`config.mk`:
```
export PLATFORM = sky130hd
export DESIGN_NAME = inst_fetch
export DESIGN_NICKNAME = d
export VERILOG_FILES = /design/src/rtl/riscv_pkg.sv /design/src/rtl/inst_fetch_pc_next.sv /design/src/rtl/inst_fetch.sv
export SDC_FILE = /design/constraint.sdc
export NUM_CORES = 1
export LEC_CHECK = 0
export BUFFER_PORTS_ARGS = -buffer_cell sky130_fd_sc_hd__buf_4
export CAP_MARGIN = 10
export CORE_ASPECT_RATIO = 2
export CORE_MARGIN = 1
export CORE_UTILIZATION = 43
export CTS_CLUSTER_SIZE = 14
export DETAILED_ROUTE_END_ITERATION = 8
export GPL_TIMING_DRIVEN = 0
export PLACE_DENSITY = 0.75
export SYNTH_ARGS = -nofsm -noshare
export SYNTH_HDL_FRONTEND = slang
export SYNTH_SLANG_ARGS = --single-unit
```
`constraint.sdc`:
```
create_clock -name clk -period 2 [get_ports clk]
set_clock_uncertainty 0.05 [all_clocks]
set_input_delay 0.5 -clock clk [delete_from_list [all_inputs] [get_ports clk]]
set_output_delay 0.5 -clock clk [all_outputs]
set_load 0.02 [all_outputs]
```
`src/rtl/riscv_pkg.sv`:
```
// Shared RV64 front-end definitions: machine widths, the NOP encoding,
// fetch FSM / next-PC select enums, base opcodes for the immediate
// generator, and small PC helper functions.
package riscv_pkg;

  localparam int unsigned XLEN = 64;
  localparam int unsigned ILEN = 32;

  // addi x0, x0, 0
  localparam logic [ILEN-1:0] NOP = 32'h0000_0013;

  // Byte distance between consecutive fetches (fixed 32-bit encodings).
  localparam logic [XLEN-1:0] INST_BYTES = 64'd4;

  // Fetch controller states.
  typedef enum logic [1:0] {
    ST_IDLE  = 2'd0,
    ST_FETCH = 2'd1,
    ST_HOLD  = 2'd2,
    ST_ERR   = 2'd3
  } fetch_state_e;

  // Next-PC source select.
  typedef enum logic [1:0] {
    PC_SEL_HOLD  = 2'd0,
    PC_SEL_INC   = 2'd1,
    PC_SEL_REDIR = 2'd2
  } pc_sel_e;

  // RV64I base opcodes (inst[6:0]) consumed by the immediate-generation stage.
  localparam logic [6:0] OPC_LOAD      = 7'b000_0011;
  localparam logic [6:0] OPC_MISC_MEM  = 7'b000_1111;
  localparam logic [6:0] OPC_OP_IMM    = 7'b001_0011;
  localparam logic [6:0] OPC_AUIPC     = 7'b001_0111;
  localparam logic [6:0] OPC_OP_IMM_32 = 7'b001_1011;
  localparam logic [6:0] OPC_STORE     = 7'b010_0011;
  localparam logic [6:0] OPC_OP        = 7'b011_0011;
  localparam logic [6:0] OPC_LUI       = 7'b011_0111;
  localparam logic [6:0] OPC_OP_32     = 7'b011_1011;
  localparam logic [6:0] OPC_BRANCH    = 7'b110_0011;
  localparam logic [6:0] OPC_JALR      = 7'b110_0111;
  localparam logic [6:0] OPC_JAL       = 7'b110_1111;
  localparam logic [6:0] OPC_SYSTEM    = 7'b111_0011;

  // True when an address is not on a 4-byte instruction boundary.
  function automatic logic pc_misaligned(input logic [XLEN-1:0] pc);
    return (pc[1:0] != 2'b00);
  endfunction

  // Force an address onto a 4-byte instruction boundary.
  function automatic logic [XLEN-1:0] align_pc(input logic [XLEN-1:0] pc);
    return {pc[XLEN-1:2], 2'b00};
  endfunction

endpackage : riscv_pkg

```
`src/rtl/inst_fetch_pc_next.sv`:
```
// pc_next: combinational next-PC selection for the fetch unit.
// Chooses between holding the PC, the sequential PC (+4, wrapping modulo
// 2^64) and the aligned redirect target.
module pc_next
  import riscv_pkg::*;
(
  input  logic [XLEN-1:0] pc_i,
  input  logic [XLEN-1:0] redirect_pc_i,
  input  pc_sel_e         sel_i,
  output logic [XLEN-1:0] pc_next_o
);

  // Select the next PC; the XLEN-wide add wraps naturally at 2^64.
  always_comb begin
    pc_next_o = pc_i;
    case (sel_i)
      PC_SEL_HOLD:  pc_next_o = pc_i;
      PC_SEL_INC:   pc_next_o = pc_i + INST_BYTES;
      PC_SEL_REDIR: pc_next_o = align_pc(redirect_pc_i);
      default:      pc_next_o = pc_i;
    endcase
  end

endmodule : pc_next

```
`src/rtl/inst_fetch.sv`:
```
// inst_fetch: single-outstanding instruction fetch unit.
//
// A one-cycle IDLE after reset, then FETCH issues imem_req at the current
// PC. A response (imem_ready) is registered into inst/inst_pc/inst_valid
// one cycle later and the PC advances by 4. A stalled valid instruction
// parks the unit in HOLD with the request dropped. redirect always wins
// and discards any same-cycle response.
//
// Optional build macro MISALIGN_CHK_EN: a redirect to a target that is not
// 4-byte aligned raises the sticky misalign flag and parks the unit in ERR
// (no requests) until reset. Without it, misalign is tied low and the
// redirect target is silently aligned down.
module inst_fetch
  import riscv_pkg::*;
#(
  parameter logic [XLEN-1:0] RESET_PC = 64'h0000_0000_0000_0000
) (
  input  logic              clk,
  input  logic              rst_n,
  output logic              imem_req,
  output logic [XLEN-1:0]   imem_addr,
  input  logic              imem_ready,
  input  logic [ILEN-1:0]   imem_rdata,
  input  logic              redirect,
  input  logic [XLEN-1:0]   redirect_pc,
  input  logic              stall,
  output logic [ILEN-1:0]   inst,
  output logic [XLEN-1:0]   inst_pc,
  output logic              inst_valid,
  output logic              misalign
);

  fetch_state_e    state_q, state_d;
  logic [XLEN-1:0] pc_q, pc_d;
  logic [ILEN-1:0] inst_q, inst_d;
  logic [XLEN-1:0] inst_pc_q, inst_pc_d;
  logic            inst_valid_q, inst_valid_d;

  logic            req_s;
  logic            redir_take_s;
  logic            bad_target_s;
  logic            accept_s;
  logic            consume_s;
  pc_sel_e         pc_sel_s;

`ifdef MISALIGN_CHK_EN
  logic            misalign_q, misalign_d;
`endif

  // Request is issued from FETCH unless a stalled instruction is still
  // occupying the output register; this term depends on the live stall
  // input so a response can never overwrite an instruction being held.
  always_comb begin
    if (state_q == ST_FETCH) begin
      req_s = (!inst_valid_q) || (!stall);
    end else begin
      req_s = 1'b0;
    end
  end

  // Misaligned-target detection exists only in the checked build.
  always_comb begin
`ifdef MISALIGN_CHK_EN
    bad_target_s = pc_misaligned(redirect_pc);
`else
    bad_target_s = 1'b0;
`endif
  end

  // Per-cycle event decode: taken redirect, accepted response, consumption.
  always_comb begin
    redir_take_s = redirect && (state_q != ST_ERR);
    accept_s     = req_s && imem_ready && (!redirect);
    consume_s    = inst_valid_q && (!stall);
  end

  // Choose the next-PC source: redirect first, then sequential advance.
  always_comb begin
    if (redir_take_s && !bad_target_s) begin
      pc_sel_s = PC_SEL_REDIR;
    end else if (accept_s) begin
      pc_sel_s = PC_SEL_INC;
    end else begin
      pc_sel_s = PC_SEL_HOLD;
    end
  end

  pc_next u_pc_next (
    .pc_i          (pc_q),
    .redirect_pc_i (redirect_pc),
    .sel_i         (pc_sel_s),
    .pc_next_o     (pc_d)
  );

  // Next FSM state; a taken redirect overrides every other transition.
  always_comb begin
    state_d = state_q;
    if (redir_take_s) begin
      state_d = bad_target_s ? ST_ERR : ST_FETCH;
    end else begin
      case (state_q)
        ST_IDLE:  state_d = ST_FETCH;
        ST_FETCH: state_d = (inst_valid_q && stall) ? ST_HOLD : ST_FETCH;
        ST_HOLD:  state_d = stall ? ST_HOLD : ST_FETCH;
        ST_ERR:   state_d = ST_ERR;
        default:  state_d = ST_IDLE;
      endcase
    end
  end

  // Next output-register contents: flush on redirect, load on response,
  // drop on consumption, otherwise hold.
  always_comb begin
    inst_d       = inst_q;
    inst_pc_d    = inst_pc_q;
    inst_valid_d = inst_valid_q;
    if (redir_take_s) begin
      inst_valid_d = 1'b0;
    end else if (accept_s) begin
      inst_d       = imem_rdata;
      inst_pc_d    = pc_q;
      inst_valid_d = 1'b1;
    end else if (consume_s) begin
      inst_valid_d = 1'b0;
    end else begin
      inst_valid_d = inst_valid_q;
    end
  end

`ifdef MISALIGN_CHK_EN
  // Sticky misaligned-redirect flag; only reset clears it.
  always_comb begin
    misalign_d = misalign_q || (redir_take_s && bad_target_s);
  end
`endif

  // Fetch FSM and all architectural state, asynchronously reset.
  always_ff @(posedge clk or negedge rst_n) begin
    if (!rst_n) begin
      state_q      <= ST_IDLE;
      pc_q         <= RESET_PC;
      inst_q       <= NOP;
      inst_pc_q    <= {XLEN{1'b0}};
      inst_valid_q <= 1'b0;
`ifdef MISALIGN_CHK_EN
      misalign_q   <= 1'b0;
`endif
    end else begin
      state_q      <= state_d;
      pc_q         <= pc_d;
      inst_q       <= inst_d;
      inst_pc_q    <= inst_pc_d;
      inst_valid_q <= inst_valid_d;
`ifdef MISALIGN_CHK_EN
      misalign_q   <= misalign_d;
`endif
    end
  end

  assign imem_req   = req_s;
  assign imem_addr  = pc_q;
  assign inst       = inst_q;
  assign inst_pc    = inst_pc_q;
  assign inst_valid = inst_valid_q;
`ifdef MISALIGN_CHK_EN
  assign misalign   = misalign_q;
`else
  assign misalign   = 1'b0;
`endif

endmodule : inst_fetch

```
## Yosys cells after proc, flatten, opt, wreduce, memory -nomap -nowiden

Cells that the tools add are included.

- Output and inout port bits: 163
- Word-level logic and storage cells: 37
- Flip-flop bits (word level): 163
- Input port bits: 101

- Eq/ne operators: 6
- Multiplexer cells: 11
- Add/subtract/negate cells: 1
- Reductions and logical operators: 13
- Bitwise logic cells: 1

Operators by type and width:

| operator | number |
|---|---|
| $pmux W64 S2 | 1 |
| $add A64 B3 Y64 const B | 1 |
| $mux W2 | 4 |
| $pmux W2 S4 | 1 |
| $eq A2 B2 Y1 const B | 3 |
| $logic_and A1 B1 Y1 | 5 |
| $mux W1 | 5 |
| $eq A2 B1 Y1 const B | 2 |
| $logic_not A1 Y1 | 3 |
| $reduce_bool A3 Y1 | 1 |
| $logic_not A2 Y1 | 1 |
| $ne A2 B2 Y1 const B | 1 |
| $reduce_and A2 Y1 | 1 |
| $reduce_bool A2 Y1 | 1 |
| $logic_or A1 B1 Y1 | 1 |
| $not A1 Y1 | 1 |

## Logic depth before layout (Yosys ltp)

Gate-level depths: netlist (run 1).

- Word-level depth: 9
- Depth in mapped cells: 8
- Gate-level depth less buffers: 6

## Cells and area by module

Synthesis (run 1) repeated with hierarchy kept, for this count alone.

- Cells, all modules: 805
- Area, all modules: 8379.3 um2

By module, submodules not included:

| module | cells each | times used | area each (um2) | sequential area each (um2) |
|---|---|---|---|---|
| inst_fetch | 284 | 1 | 5367.6 | 4082.7 |
| pc_next | 521 | 1 | 3011.6 | 0.0 |

## Worst setup path before layout (run 1)

No wires, ideal clock.

- Path type: flip-flop to flip-flop
- From: register pc_q[3] (netlist: imem_addr[3])
- To: register pc_q[34] (netlist: imem_addr[34])
- Period minus slack after synthesis: 2.213 ns
- Required time: 1.868 ns
- Setup slack: -0.213 ns
- Arrival: 2.081 ns
- Setup time: 0.082 ns
- Cell stages (with the launch flop): 8
- Cells stage by stage: dfrtp_1 ha_1 inv_1 nor4_2 clkbuf_1 nand4_1 or3_1 a31oi_1

- Longest elaborated chain between the ends: 2

Ends and longest elaborated chain:

| item | line | source |
|---|---|---|
| from (decl) | inst_fetch.sv:34 | `logic [XLEN-1:0] pc_q, pc_d;` |
| from (signal assigned) | inst_fetch.sv:150 | `pc_q <= pc_d;` |
| $add A64 B3 Y64 | inst_fetch_pc_next.sv:18 | `PC_SEL_INC: pc_next_o = pc_i + INST_BYTES;` |
| $pmux W64 S2 | inst_fetch_pc_next.sv:16 | `case (sel_i)` |

Every way passes these cells.
A chain may end at the register's enable or synchronous reset.

## Worst setup path after layout (run 1)

- From: register pc_q[45] (netlist: imem_addr[45])
- To: register pc_q[55] (netlist: imem_addr[55])

Same word-level chain as after synthesis.

==> results of run 1 <==
## area by class of cell
class                      instances  area (um^2)  area share [%]
antenna                            3        7.507         0.06473
clock buffer                      18        429.2           3.700
multi-input combinational        657         3617           31.19
clock inverter                    14        131.4           1.133
tap                              210        262.8           2.265
timing repair buffer             358         2730           23.54
sequential                       159         4041           34.84
buffer                            46        337.8           2.913
inverter                          11        41.29          0.3560
## state kept, by name (all words and copies together) (netlist names)
name	cells
inst_pc	62
imem_addr	62
inst_valid	1
state_q	2
inst	32
## per-stage QoR
stage                     area (um^2)  total power (W)  setup WS (ps)  TNS (ps)
after CTS                       11130         0.006946         -12.18    -22.09
after detailed placement         9877         0.003794          -1216   -128770
final                           11600         0.006926         -61.86    -251.0
after global placement           9842         0.003780          -1224   -212540
after global routing            11600         0.007133         -133.8     -1375
after floorplan                  7657         0.003471         -44.99    -162.8
## worst max-delay path, cell delays in order (launching register included)
cell      delay [ps]
dfrtp_1          460
nand4_1          240
nor3_4           370
buf_4            200
and2_1           230
nand3_1          100
o311ai_0         290
## per-layer routing
metal	GRT usage, %	wire length (um)
met1	33.91	9823
met2	54.09	15170
met3	5.356	1969
met4	24.63	2415
met5	0	0
## cell usage in the layout (no fill, tap or decap), types with 7 or more instances in the layout
cell type,Yosys,final
o21ai_0,35,34
inv_1,11,11
clkbuf_2,1,16
or4_1,14,13
a21oi_1,7,7
nor4_4,4,7
and3_1,9,8
buf_4,6,361
buf_6,0,9
nand3_2,1,7
or3_1,13,12
nand2_1,324,321
clkbuf_16,0,17
xor2_1,9,9
o211ai_1,9,9
nor2_1,46,43
a31oi_1,20,20
dfrtp_1,156,109
nand4_1,28,28
nand3_1,48,38
dfrtp_2,0,47
## kinds of logic (layout without fill, tap and decap cells)
logic type,count (synthesis),in the layout
flip-flops,159,159
XOR/XNOR,15,15
multiplexers,6,6
other,1,8
buffers and inverters,59,447
AO/OA/AOI/OAI,98,98
adder cells (fa/ha/maj),1,1
AND/OR/NAND/NOR,532,532
## final timing paths
check	to	depth (start not counted)
min in group asynchronous	inst_pc[47]$_DFFE_PN0P_	2
setup / recovery	imem_addr[55]$_DFFE_PN0P_	6
max in group asynchronous	imem_addr[31]$_DFFE_PN0P_	3
hold reg to reg	inst[1]$_DFFE_PN1P_	2
hold / removal	inst[18]$_DFFE_PN0P_	3
setup reg to reg	imem_addr[55]$_DFFE_PN0P_	6
## power by group
part / internal [W] / switching (W)
Clock: 0.00173 / 0.00144
Sequential: 0.00326 / 0.0000375
Combinational: 0.000225 / 0.000228
Total: 0.00522 / 0.00170
## cell usage after synthesis (10+ instances only)
| cell type | number |
|---|---|
| nand4_1 | 28 |
| or3_1 | 13 |
| nor3_1 | 10 |
| clkbuf_1 | 33 |
| a31oi_1 | 20 |
| nand3_1 | 48 |
| nor2_1 | 46 |
| dfrtp_1 | 156 |
| or4_1 | 14 |
| nand2_1 | 324 |
| inv_1 | 11 |
| o21ai_0 | 35 |
## what timing repair did
item                                    4_1_cts  5_1_grt
endpoints found under the setup margin      157      147
setup buffers                                56       43
gates cloned                                  1        0
pin swaps                                    21       37
gates resized for setup                     105       53
hold buffers                                  1        0
hold endpoints to repair                     49        0
==> results.toml, run 1 <==
[critical_path]
endpoint_kind = "flip-flop"
worst_setup_path_start_kind = "flip-flop"
reg2reg_from = "imem_addr[45]$_DFFE_PN0P_"
startpoint = "imem_addr[45]$_DFFE_PN0P_"
crit_type = "flip-flop to flip-flop"
cp_max_fo = 7
worstPathRequired_ps = 2260
r2r_slack_ps = -60
cp_data_arrival_time_ps = 2330

[logic_synthesis]
synth_top_family_by_area = "simple AND/OR/NAND/NOR gates"
synth_ff_type = "dfrtp_1"
ys_warn_count = 0
synth-seq-cells = 159
synthSimpleGateAreaFrac_pct = 33.13
synth-edff-count = 0
synth-xor-area-share_pct = 1.732
syn_inst = 871
syn_avg_cell_area_um2 = 8.711
synth-adder-area-share_pct = 0.1649
syn_area_um2 = 7587
yosysSeqAreaShare_pct = 52.49
synth_area_leaders = "dfrtp_1 (51%), nand2_1 (16%), nand3_1 (3.2%)"
synthDistinctLibCells = 57
synth_area_leader_cell = "dfrtp_1"
async_flop_share_pct = 100.0
synthMuxAreaShare_pct = 0.8410
synth_compound_area_share_pct = 8.295
netlist.area_leader.share_pct = 51.45

[timing]
drv_slew = 0
worst_pin_slew_ps = 564.7
fin_crit_sh_pct = 103.1
setup_viol = 9
max-slew-margin-rel_pct = 62.36
hold_violations = 0
setup_slack_ps = -61.86
fin_crit_ps = 2062
whs_ps = 204.3
clock.fmax_mhz = 485.0
rsz0062_at_grt = "true"

[place]
place_congestion = 0.9415
dp.cells = 1342
hpwlAfterDp_um = 20180
port_buffers = 256

[layout]
layout.nets = 1352
drive_gt1_share_pct = 42.60
final_cells = 1476
syn2layout_area_growth_pct = 52.87
post-route-util_pct = 67.15
nFillCells = 1367

[clock_tree]
clk_latency_ps = 440
clockBufferDepth = 2
htreeDepth = 4
root_buffer = "clkbuf_16"
cts_sinks = 159
cts_buffers = 17
cts_tree = "built"
clkTransAtPathRegs_ps = 70

[global_route]
grt_util_all_layers_pct = 31.79
grt_first_pass_wirelength_um = 42720
grt_remaining_overflow = 0
grt_max_degree = 108
antenna_found_initial = 2
grt_pass1_vias = 8019

[worst_hold_path]
hold_start = "imem_rdata[18]"
hold_class = "primary input to flip-flop"

[floorplanning]
initial_core_util_pct = 43.93
coreArea_um2 = 17270
ios = 264
chipWidth_um = 95.93
die_h_um = 189.9
rows = 68
dieArea_um2 = 18210

[drt]
dr_total_vias = 8360
antenna_left = 0
dr.pass1.iters = 7
routed_wl_um = 29380
post_drt_wl_per_cell_um = 19.90
post-route-drc-count = 0
first_iter_violations = 721
routed_via_density = 5.664

[run_status]
outcome = "complete, but fails checks"
violations = "setup timing"

[power]
p_leak_nw = 6.132
power.density_nw_per_um2 = 597.2
ir_drop_mv = 0.5519

[run]
maxCapViolations = 0
No activity file was read; power rests on OpenSTA's default activity.
==> run 2: changes to the inputs <==
Settings changed: PLACE_DENSITY 0.75 to 0.74, SYNTH_HIERARCHICAL set to 1.
==> results.toml, run 2 <==
[clock_tree]
cts_sinks = 163
clkTransAtPathRegs_ps = 80
clockBufferDepth = 2
root_buffer = "clkbuf_16"
cts_buffers = 17
clk_latency_ps = 450
htreeDepth = 4
cts_tree = "built"

[place]
hpwlAfterDp_um = 22600
place_congestion = 0.9790
postPlaceCellArea_um2 = 11020
port_buffers = 260

[floorplanning]
dieArea_um2 = 20080
die_h_um = 199.4
ios = 264
rows = 71
coreArea_um2 = 18920
chipWidth_um = 100.7
initial_core_util_pct = 44.28

[logic_synthesis]
ys_top_cells_by_count = "dfrtp_1 (160), nand2_1 (83), mux2_2 (78), o21ai_0 (42), nand4_1 (38)"
syn_avg_cell_area_um2 = 10.41
ys_warn_count = 6
synth_area_leaders = "dfrtp_1 (48%), mux2_2 (10%), nand2_1 (3.7%)"
synth_ff_type = "dfrtp_1"
yosysSeqAreaShare_pct = 48.72
syn_inst = 805
synth-seq-cells = 163
yosysMostFrequentCell = "dfrtp_1"
synthDistinctLibCells = 71
synth_area_leader_cell = "dfrtp_1"
syn_nets = 909
syn_area_um2 = 8379
netlist.area_leader.share_pct = 47.78
synth-edff-count = 0
async_flop_share_pct = 100.0

[layout]
drive_gt1_share_pct = 55.35
post-route-util_pct = 69.70
diodes = 0
final_cell_mix = "buf_4 (329), dfrtp_1 (130), mux2_2 (78)"
syn2layout_area_growth_pct = 57.40
layout.nets = 1269
postLayoutCellArea_um2 = 13190
nFillCells = 1454
final_common_cell = "buf_4"

[power]
combinationalPowerShare_pct = 3.6
p_seq_share_pct = 47.7
power.density_nw_per_um2 = 524.2
switching_share_pct = 23.34
ir_drop_mv = 0.5600
power_switching_w = 0.001614
p_leak_nw = 6.467
p_clk_share_pct = 48.8
internal-power_w = 0.005299

[critical_path]
endpoint_kind = "flip-flop"
crit_top_cell = "buf_12"
worstPathRequired_ps = 2280
cp_max_fo = 10
cp_num_buf_inv = 5
critPathSlowestCell = "or3_1"
crit_type = "flip-flop to flip-flop"
worst_setup_path_start_kind = "flip-flop"
max_stage_delay_ps = 420
crit_chain = "and2b_2 -> nand4b_4 -> buf_12 -> clkinv_8 -> inv_4 -> ha_4 -> clkbuf_16 -> buf_12 -> nand2_1 -> o21ai_0 -> or3_1"
crit_family = "simple AND/OR/NAND/NOR gates"
cp_data_arrival_time_ps = 2630

[global_route]
grt_max_degree = 92
antenna_found_initial = 0
grt_first_pass_wirelength_um = 49920
grt_pass1_vias = 8612
grt_remaining_overflow = 0
grt_util_all_layers_pct = 34.07

[timing]
setup_viol = 59
worst_pin_slew_ps = 664.1
clock.fmax_mhz = 425.9
rsz0062_at_grt = "true"
fin_crit_ps = 2348
fin_crit_sh_pct = 117.4
max-slew-margin-rel_pct = 55.39
setup_slack_ps = -347.7
drv_slew = 0
hold_violations = 0

[drt]
post_drt_wl_per_cell_um = 24.18
antenna_left = 0
dr.pass1.iters = 7
routed_wl_um = 34650
dr_total_vias = 8752
post-route-drc-count = 0
routed_via_density = 6.107
first_iter_violations = 834

[run_status]
outcome = "complete, but fails checks"
violations = "setup timing"

[run]
maxCapViolations = 0

[worst_hold_path]
hold_class = "primary input to flip-flop"
==> run 2: cell types whose count changed after synthesis, moves of 10 or more <==
| cell | change |
|---|---|
| nand2_1 | -241 |
| mux2_2 | +75 |
| a21oi_1 | +19 |
| nor3_1 | +17 |
| nor4_1 | +16 |
| nand3_1 | -15 |
| inv_1 | +14 |
| nor2_1 | -14 |
| mux2i_1 | +11 |
| nand4_1 | +10 |
| or4_1 | -10 |
==> run 2: repair_timing <==
action                                  in CTS  in global routing
buffers inserted                            55                 26
cloned                                       9                  3
endpoints found under the setup margin      64                 74
gates resized for setup                    120                104
hold buffers                                 1                  0
pin swaps                                   36                 35
endpoints found under the hold margin       29                  0
==> run 2: worst register-to-register path: cells and delay by family (launching register included) <==
kind                       cells  cell delay, ps
and+or+nand+nor                4             880
AOI/OAI and AO/OA              1             150
adders and majority gates      1             230
DFF                            1             380
buffers and inverters          5             560
==> run 2: path summary, 6_finish.rpt <==
| path | start | to | slack [ps] | depth (start not counted) |
|---|---|---|---|---|
| max | state_q[1]$_DFF_PN0_ | imem_addr[62]$_DFF_PN0_ | -350 | 11 |
| min | imem_rdata[25] | inst[25]$_DFFE_PN0P_ | 200 | 2 |
| max reg2reg | state_q[1]$_DFF_PN0_ | imem_addr[62]$_DFF_PN0_ | -350 | 11 |
| min reg2reg | inst[27]$_DFFE_PN0P_ | inst[27]$_DFFE_PN0P_ | 450 | 1 |
| max in group asynchronous | rst_n | inst[0]$_DFFE_PN1P_ | 480 | 3 |
| min in group asynchronous | rst_n | inst[21]$_DFFE_PN0P_ | 530 | 2 |
==> run 2: cells by family after synthesis <==
| family | synth area share, % |
|---|---|
| and+or+nand+nor | 19.86 |
| DFF | 48.72 |
| AOI/OAI and AO/OA | 12.08 |
| muxes | 14.98 |
| buffers and inverters | 3.867 |
| adders and majority gates | 0.4480 |
| other | 0.04475 |
==> run 2: final cells by class <==
| class | instances | area (um^2) | area share, % |
|---|---|---|---|
| Tap cell | 255 | 319.1 | 2.419 |
| Clock inverter | 15 | 170.2 | 1.290 |
| Timing Repair Buffer | 351 | 2830 | 21.46 |
| Buffer | 39 | 583.1 | 4.421 |
| Multi-Input combinational cell | 568 | 4617 | 35.01 |
| Inverter | 25 | 123.9 | 0.9392 |
| Clock buffer | 17 | 425.4 | 3.226 |
| Sequential cell | 163 | 4120 | 31.24 |
==> run 2: through the flow <==
stage	total power [W]	instances	hold slack [ps]	worst slack (ps)	setup TNS, ps
finish	0.006913	1433	202.5	-347.7	-11390
global route	0.007114	1433	198.7	-432.8	-16250
CTS	0.006958	1412	193.5	-281.2	-10170
detailed placement	0.003602	1321	435.3	-1072	-55830
global placement	0.003590	1320	425.8	-1097	-147410
floorplan	0.003365	805	154.4	-378.6	-13580
==> run 2: power by group through the flow <==
stage / registers, W / clock network (W) / logic, W
floorplan: 0.00336 / 0 / 0.00000629
global placement: 0.00336 / 0 / 0.000232
detailed placement: 0.00336 / 0 / 0.000244
CTS: 0.00329 / 0.00342 / 0.000247
global route: 0.00329 / 0.00355 / 0.000266
finish: 0.00330 / 0.00337 / 0.000245
==> run 2: routing by layer <==
layer	global-route usage, %	vias to the layer above	share of wire, %
met1	34.49	4207	31
met5	0	-	0
met4	26.30	0	8.6
met2	59.72	593	52
li1	-	3740	-
met3	7.625	212	7.8
